==> src/rtl/pwconv_out_collector_if.sv <==
// Stream interface between PWconv output and the output collector.
// The master side drives beats and consumes groups; the slave side is the collector.
interface pwconv_out_collector_if #(
    parameter int CH    = 32,
    parameter int DW    = 8,
    parameter int CNT_W = 5,
    parameter int POS_W = 4
);
    logic               in_valid;
    logic [CNT_W-1:0]   cnt_in;
    logic [POS_W-1:0]   pos_in;
    logic [DW-1:0]      data_in0;
    logic [DW-1:0]      data_in1;
    logic [DW-1:0]      data_in2;
    logic [DW-1:0]      data_in3;
    logic               stall;
    logic               out_valid;
    logic               out_ready;
    logic [POS_W-1:0]   out_pos;
    logic [0:CH*DW-1]   out_data0;
    logic [0:CH*DW-1]   out_data1;
    logic [0:CH*DW-1]   out_data2;
    logic [0:CH*DW-1]   out_data3;

    modport master (
        output in_valid, cnt_in, pos_in, data_in0, data_in1, data_in2, data_in3, out_ready,
        input  stall, out_valid, out_pos, out_data0, out_data1, out_data2, out_data3
    );

    modport slave (
        input  in_valid, cnt_in, pos_in, data_in0, data_in1, data_in2, data_in3, out_ready,
        output stall, out_valid, out_pos, out_data0, out_data1, out_data2, out_data3
    );
endinterface

==> src/rtl/pwconv_out_collector.sv <==
// Collects 32 channel beats of PWconv results into four packed per-lane vectors
// and hands completed groups downstream through two ping-pong buffers.
// Optional feature: define PWCOLLECT_DROP_CNT_EN to add the 16-bit drop_cnt port,
// a saturating count of cycles where a beat was offered while stalled.
module pwconv_out_collector #(
    parameter int CH    = 32,
    parameter int DW    = 8,
    parameter int CNT_W = 5,
    parameter int POS_W = 4
) (
    input  logic clk,
    input  logic rst_b,
    input  logic en,
    pwconv_out_collector_if.slave bus,
    output logic err_seq
`ifdef PWCOLLECT_DROP_CNT_EN
    ,
    output logic [15:0] drop_cnt
`endif
);

    logic [0:CH*DW-1]  buf_data [2][4];
    logic [POS_W-1:0]  buf_pos  [2];
    logic [1:0]        buf_full;
    logic [1:0]        full_nxt;
    logic              wr_ptr;
    logic              rd_ptr;
    logic [CNT_W-1:0]  exp_cnt;
    logic              stall_q;
    logic              accept;
    logic              pop;
    logic              last_beat;
    logic              seq_bad;

    // Decode this cycle's beat acceptance, pop, and the buffer fullness after this edge
    always_comb begin
        accept    = en && bus.in_valid && !stall_q;
        pop       = en && buf_full[rd_ptr] && bus.out_ready;
        last_beat = accept && (bus.cnt_in == CNT_W'(CH - 1));
        seq_bad   = accept && ((bus.cnt_in != exp_cnt) ||
                               ((exp_cnt != '0) && (bus.pos_in != buf_pos[wr_ptr])));
        full_nxt  = buf_full;
        if (pop) begin
            full_nxt[rd_ptr] = 1'b0;
        end
        if (last_beat) begin
            full_nxt[wr_ptr] = 1'b1;
        end
    end

    // Control state: buffer flags, ping-pong pointers, expected channel, stall and error flags
    always_ff @(posedge clk) begin
        if (rst_b) begin
            buf_full <= 2'b00;
            wr_ptr   <= 1'b0;
            rd_ptr   <= 1'b0;
            exp_cnt  <= '0;
            stall_q  <= 1'b0;
            err_seq  <= 1'b0;
        end else begin
            buf_full <= full_nxt;
            stall_q  <= &full_nxt;
            if (pop) begin
                rd_ptr <= ~rd_ptr;
            end
            if (last_beat) begin
                wr_ptr <= ~wr_ptr;
            end
            if (accept) begin
                exp_cnt <= last_beat ? '0 : bus.cnt_in + CNT_W'(1);
            end
            if (seq_bad) begin
                err_seq <= 1'b1;
            end
        end
    end

    // Buffer storage: write each lane byte at its channel slot, latch the tag on a group's first beat
    always_ff @(posedge clk) begin
        if (rst_b) begin
            for (int b = 0; b < 2; b++) begin
                buf_pos[b] <= '0;
                for (int l = 0; l < 4; l++) begin
                    buf_data[b][l] <= '0;
                end
            end
        end else if (accept) begin
            buf_data[wr_ptr][0][int'(bus.cnt_in)*DW +: DW] <= bus.data_in0;
            buf_data[wr_ptr][1][int'(bus.cnt_in)*DW +: DW] <= bus.data_in1;
            buf_data[wr_ptr][2][int'(bus.cnt_in)*DW +: DW] <= bus.data_in2;
            buf_data[wr_ptr][3][int'(bus.cnt_in)*DW +: DW] <= bus.data_in3;
            if (exp_cnt == '0) begin
                buf_pos[wr_ptr] <= bus.pos_in;
            end
        end
    end

`ifdef PWCOLLECT_DROP_CNT_EN
    // Saturating count of cycles where upstream offered a beat that stall turned away
    always_ff @(posedge clk) begin
        if (rst_b) begin
            drop_cnt <= '0;
        end else if (en && bus.in_valid && stall_q && (drop_cnt != 16'hFFFF)) begin
            drop_cnt <= drop_cnt + 16'd1;
        end
    end
`endif

    // The read buffer drives the output side directly so data stays put while valid
    always_comb begin
        bus.stall     = stall_q;
        bus.out_valid = buf_full[rd_ptr];
        bus.out_pos   = buf_pos[rd_ptr];
        bus.out_data0 = buf_data[rd_ptr][0];
        bus.out_data1 = buf_data[rd_ptr][1];
        bus.out_data2 = buf_data[rd_ptr][2];
        bus.out_data3 = buf_data[rd_ptr][3];
    end

endmodule
==> src/flat_wrapper.sv <==
// flat-port wrapper written by rule: the top's interface ports become plain ports
module pwconv_out_collector_flat 
#(
    parameter int CH    = 32,
    parameter int DW    = 8,
    parameter int CNT_W = 5,
    parameter int POS_W = 4
)
  (clk, rst_b, en, err_seq, bus_in_valid, bus_cnt_in, bus_pos_in, bus_data_in0, bus_data_in1, bus_data_in2, bus_data_in3, bus_out_ready, bus_stall, bus_out_valid, bus_out_pos, bus_out_data0, bus_out_data1, bus_out_data2, bus_out_data3);
  pwconv_out_collector_if #(.CH(CH), .DW(DW), .CNT_W(CNT_W), .POS_W(POS_W)) bus_i ();
  input  logic clk;
  input  logic rst_b;
  input  logic en;
  output logic err_seq;
  input wire logic [$bits(bus_i.in_valid)-1:0] bus_in_valid;
  input wire logic [$bits(bus_i.cnt_in)-1:0] bus_cnt_in;
  input wire logic [$bits(bus_i.pos_in)-1:0] bus_pos_in;
  input wire logic [$bits(bus_i.data_in0)-1:0] bus_data_in0;
  input wire logic [$bits(bus_i.data_in1)-1:0] bus_data_in1;
  input wire logic [$bits(bus_i.data_in2)-1:0] bus_data_in2;
  input wire logic [$bits(bus_i.data_in3)-1:0] bus_data_in3;
  input wire logic [$bits(bus_i.out_ready)-1:0] bus_out_ready;
  output wire logic [$bits(bus_i.stall)-1:0] bus_stall;
  output wire logic [$bits(bus_i.out_valid)-1:0] bus_out_valid;
  output wire logic [$bits(bus_i.out_pos)-1:0] bus_out_pos;
  output wire logic [$bits(bus_i.out_data0)-1:0] bus_out_data0;
  output wire logic [$bits(bus_i.out_data1)-1:0] bus_out_data1;
  output wire logic [$bits(bus_i.out_data2)-1:0] bus_out_data2;
  output wire logic [$bits(bus_i.out_data3)-1:0] bus_out_data3;
  assign bus_i.in_valid = bus_in_valid;
  assign bus_i.cnt_in = bus_cnt_in;
  assign bus_i.pos_in = bus_pos_in;
  assign bus_i.data_in0 = bus_data_in0;
  assign bus_i.data_in1 = bus_data_in1;
  assign bus_i.data_in2 = bus_data_in2;
  assign bus_i.data_in3 = bus_data_in3;
  assign bus_i.out_ready = bus_out_ready;
  assign bus_stall = bus_i.stall;
  assign bus_out_valid = bus_i.out_valid;
  assign bus_out_pos = bus_i.out_pos;
  assign bus_out_data0 = bus_i.out_data0;
  assign bus_out_data1 = bus_i.out_data1;
  assign bus_out_data2 = bus_i.out_data2;
  assign bus_out_data3 = bus_i.out_data3;
  pwconv_out_collector #(.CH(CH), .DW(DW), .CNT_W(CNT_W), .POS_W(POS_W)) u_core (.clk(clk), .rst_b(rst_b), .en(en), .bus(bus_i), .err_seq(err_seq));
endmodule
==> config.mk <==
export PLATFORM = sky130hd
export DESIGN_NAME = pwconv_out_collector_flat
export DESIGN_NICKNAME = d
export VERILOG_FILES = /design/src/rtl/pwconv_out_collector_if.sv /design/src/rtl/pwconv_out_collector.sv /design/src/flat_wrapper.sv
export SDC_FILE = /design/constraint.sdc
export NUM_CORES = 2
export LEC_CHECK = 0
export CORE_AREA = 2 2 421 423
export CTS_CLUSTER_DIAMETER = 120
export DETAILED_ROUTE_END_ITERATION = 7
export DIE_AREA = 0 0 423 425
export DONT_BUFFER_PORTS = 1
export GPL_ROUTABILITY_DRIVEN = 0
export GPL_TIMING_DRIVEN = 1
export PLACE_DENSITY_LB_ADDON = 0.12
export SETUP_SLACK_MARGIN = 0.15
export SLEW_MARGIN = 20
export SYNTH_ARGS = -nofsm -noshare
export SYNTH_HDL_FRONTEND = slang
export SYNTH_SLANG_ARGS = --single-unit
==> constraint.sdc <==
create_clock -name clk -period 4.42 [get_ports clk]
set_clock_uncertainty 0.15 [all_clocks]
set_input_delay 0.442 -clock clk [delete_from_list [all_inputs] [get_ports clk]]
set_output_delay 0.442 -clock clk [all_outputs]
set_load 0.01 [all_outputs]
==> Word level (Yosys, flattened, before mapping) <==
Memory sizes are Yosys's and may differ from the RTL's. A register that Yosys moved wholly into a read port is not among the register bits.
Index checks and enable logic that the tools add are counted.
{ "classes": {"addsub": 2, "order_cmp": 4, "n_eq_ne": 3, "shifts": 5, "n_mux": 30, "bitwise_logic": 6, "n_reduce_logical": 16} }
{ "ops": {"columns": ["operator", "n"], "rows": [
  ["variable part select 257 x 33 -> 256 bit", 4],
  ["2-to-1 mux 1024 bit", 1],
  ["OR reduction 1024 bit", 1],
  ["2-to-1 mux 256 bit", 2],
  ["variable shift 257 x 33 -> 256 bit, first input constant", 1],
  ["negation 32 -> 33 bit", 1],
  ["NOT 8 -> 32 bit", 1],
  ["2-to-1 mux 1 bit", 21],
  ["logical AND 1 bit", 9],
  ["adder 5 x 1 -> 5 bit, second input constant", 1],
  ["equality test 5 bit, second input constant", 1],
  ["zero test 5 bit", 1],
  ["2-to-1 mux 5 bit", 1],
  ["!= test 5 bit", 1],
  ["nonzero test 5 bit", 1],
  ["less-than comparator 1 x 2 -> 1 bit, second input constant", 2],
  ["2-to-1 mux 2 bit", 2],
  ["2-to-1 mux 4 bit", 1],
  ["!= test 4 bit", 1],
  ["OR reduction 4 bit", 1],
  ["AND 2 bit", 1],
  ["demux 1 bit (select 1 bit)", 2],
  [">= comparator 1 bit, second input constant", 2],
  ["NOT 1 bit", 2],
  ["other kinds (5)", 5]
]} }
{ "totals": {"register_bits": 11, "ram_bits": 2056, "input_bits": 46, "out_inout_bits": 1031, "word_cells": 74, "mem_count": 2} }
{ "memory_table": {"columns": ["memory", "words", "width", "read_ports", "rd_ports_with_merged_regs", "wr", "line", "source"], "rows": [
  ["u_core.buf_data", 2, 1024, 1, 1, 2, "pwconv_out_collector.sv:22", "logic [0:CH*DW-1] buf_data [2][4];"],
  ["u_core.buf_pos", 2, 4, 2, 2, 2, "pwconv_out_collector.sv:23", "logic [POS_W-1:0] buf_pos [2];"]
]} }

==> Longest topological paths before layout <==
{ "logic_depth": {"word_depth": 10, "mapped_depth": 12, "ltp_nobuf": 6} }

==> Worst setup path after synthesis <==
Ideal clock, no wire load.
{ "synth_path": {"kind": "input to register", "from": "in bus_cnt_in[0]", "to": "mem u_core.buf_data[1][152] (netlist bit) (enable)", "setup_ps": 384, "arrival_time_ps": 2669, "t_required_ps": 3886, "setup_slack_ps": 1216, "cell_stages": 10, "path_buffers": 5, "cell_sequence": "clkbuf_1 > clkinv_1 > buf_2 > buf_1 > ha_1 > and3_1 > clkbuf_1 > buf_2 > nand2_1 > nand2b_1"} }
{ "synth_lines": {"columns": ["element", "line", "source"], "rows": [
  ["start: declaration", "flat_wrapper.sv:16", "input wire logic [$bits(bus_i.cnt_in)-1:0] bus_cnt_in;"],
  ["end: declaration", "pwconv_out_collector.sv:22", null]
]} }

==> metrics <==
CP top delay family buffers and inverters; Mapped Cells 6,158; Rel. slew slack 0.241; PnR worst setup slack 0.375 ns; Avg Inst Size Synth 14.1 sq um; Final Critical Period 4.04 ns; Layout Nets 6,154; Yosys warning count 0; final hold violations 0; commonest non-fill, non-tap cell in the layout edfxtp_1; first-pass GRT wire length 402 mm; root cell of the clock tree clkbuf_16; Synth cell types 55; initial antenna violation count 13; H-Tree Depth 4; remaining global-route overflow 0; number of global-route vias before repair 49,500; register area share after synthesis 0.716; Async SR Flop Fraction 0; share of layout cells above drive strength 1 0.254; maxcap violations 0; Total Routing Usage GR 0.320; drt total wl 294 mm; slowest stage cell, crit path nand3_2; count of flip-flops with a built-in enable after synthesis 2,056; DR WL/cell 34.1 um; Layout area overhead 11.7%; Synth Register Bits 2,069; Lkg Pwr 33.6 nW; Arr. time, crit path 4.58 ns; DRC viols 0; Finish-stage setup viols 0; Slew Limit Fails 0; post-synthesis cell area 86,600 sq um; kind of end point of the critical path flip-flop; PortBufs 0; CP required 4.96 ns; Post-Route Utilization 0.552; CTS Buffer Depth 3; DR iter-0 viols 5,914; post-synth net total 6,211; most frequent cells in the layout 2,056 x edfxtp_1, 1,973 x nor2_1, 1,029 x mux2_2; chip width 423 um; Tot Pwr 42.4 mW; CP cell instances dlygate4sd3_1 -> ha_1 -> dlygate4sd3_1 -> ha_1 -> inv_1 -> a211oi_2 -> buf_4 -> nand3_2 -> nor2_1; Die ar. 180,000 sq um; Die H 425 um; CTS sink count 2,069; number of cell rows 154; Pwr Density 439 nW/um^2; CTS tree yes; largest net degree at the start of global routing 120; core area 175,000 sq um; CP Class in2reg; clk_lat worst skew 0.88 ns; cts bufs inserted 210; Worst-path clk slew 0.06 ns; worst vdd ir 0.419 mV; number of top-level pins 1,077; ys flop type edfxtp_1; critical path buffer and inverter count 4; DRT antenna net count 0; worst slew pin tran 1.13 ns; post-DP HPWL 197 mm; vias per cell 5.95; CP peak stage delay 0.69 ns; Fmax 247 MHz; Initial Util 0.494; hold slack 0.0284 ns; vias 51,400; Min-Delay Path Class in2reg; pre-CTS setup slack 0.644 ns; critical path peak fanout 32; startpoint types input port; setup TNS 0 ns; DRT Pass-1 Iters 6; Resized cells post-CTS 0; status finished, final reports clean; period utilization 0.915; RSZ-0062 raised after global routing no
worst reg2reg max path, cell delays in order (launching register included):
cell     delay (ns)
dfxtp_1        0.45
nor3b_4        0.47
and3_1         0.63
buf_4          0.35
nand3_2        0.80
nor2_1         0.39
synth_stat cells, types with 5 or more instances:
library cell | number | area [sq um]
a21o_1 | 62 | 465
a31o_2 | 8 | 70.1
a41o_1 | 5 | 50.1
and2_1 | 108 | 676
and3_1 | 12 | 75.1
buf_1 | 7 | 26.3
buf_2 | 64 | 320
buf_6 | 11 | 124
clkbuf_1 | 388 | 1460
dfxtp_1 | 13 | 260
edfxtp_1 | 2056 | 61700
ha_1 | 7 | 87.6
mux2_2 | 1029 | 11600
nand2_1 | 111 | 417
nand2b_1 | 56 | 350
nand3_1 | 102 | 510
nor2_1 | 1977 | 7420
nor3_1 | 9 | 45.0
nor4_1 | 7 | 43.8
or2_1 | 8 | 50.1
or2_2 | 50 | 313
xnor2_1 | 10 | 87.6
sequential cells by signal (all words and copies together) (netlist names), named ones only:
name	count
u_core.err_seq	1
u_core.wr_ptr	1
u_core.bus.stall	1
u_core.buf_pos	8
u_core.buf_full	2
u_core.exp_cnt	5
u_core.rd_ptr	1
u_core.buf_data	2048
final cells by class:
class,count,area (sq um)
well taps,2340,2930
clock buffers,252,5520
multi-input cells,3613,22900
clock inverters,135,1400
fillers,14300,78600
inverters,5,21.3
repair buffers,202,1950
diodes,14,35.0
flip-flops and latches,2069,62000
final timing paths:
path	end	cells after the start	slack, ns	startpoint
setup / recovery	u_core.buf_data[0][803]	9	0.38	bus_cnt_in[1]
hold / removal	u_core.buf_data[0][583]	4	0.03	rst_b
setup reg to reg	u_core.buf_data[0][620]	5	0.96	u_core.bus.stall
hold reg to reg	u_core.exp_cnt[1]	2	0.42	u_core.exp_cnt[1]
per-layer routing:
metal	up-vias	share of wire	wire, um	GRT usage
li1	21600	-	-	-
met1	26500	0.37	108000	0.397
met2	2641	0.47	137000	0.502
met3	587	0.092	27200	0.0832
met4	6	0.072	21300	0.199
met5	-	0.00013	37	0
cells by family after synthesis:
logic type,count (synthesis),share of synthesized area
multiplexers,1033,0.134
AND/OR/NAND/NOR,2471,0.117
AO/OA/AOI/OAI,91,0.00828
XOR/XNOR,11,0.00111
buffers and inverters,476,0.0225
adder cells (fa/ha/maj),7,0.00101
flip-flops,2069,0.716
stage by stage:
step | instances | cell area (sq um)
final | 8630 | 96700
after global routing | 8619 | 96700
after CTS | 8615 | 96700
after detailed placement | 8166 | 89100
after global placement | 8166 | 89100
after floorplan | 6158 | 86600
power breakdown:
group	total, mW	switching, mW	leakage, nW	internal [mW]
sequential	22.3	0.151	21.7	22.1
combinational	2.09	1.64	8.60	0.445
clock	18.1	7.78	3.36	10.3
repair_timing:
item / 4_1_cts / 5_1_grt
endpoints found under the hold margin: 1497 / 0
setup endpoints to repair: 0 / 0
hold buffers: 62 / 0
setup buffers: 0 / 0
Power figures use the tool's default switching activity.
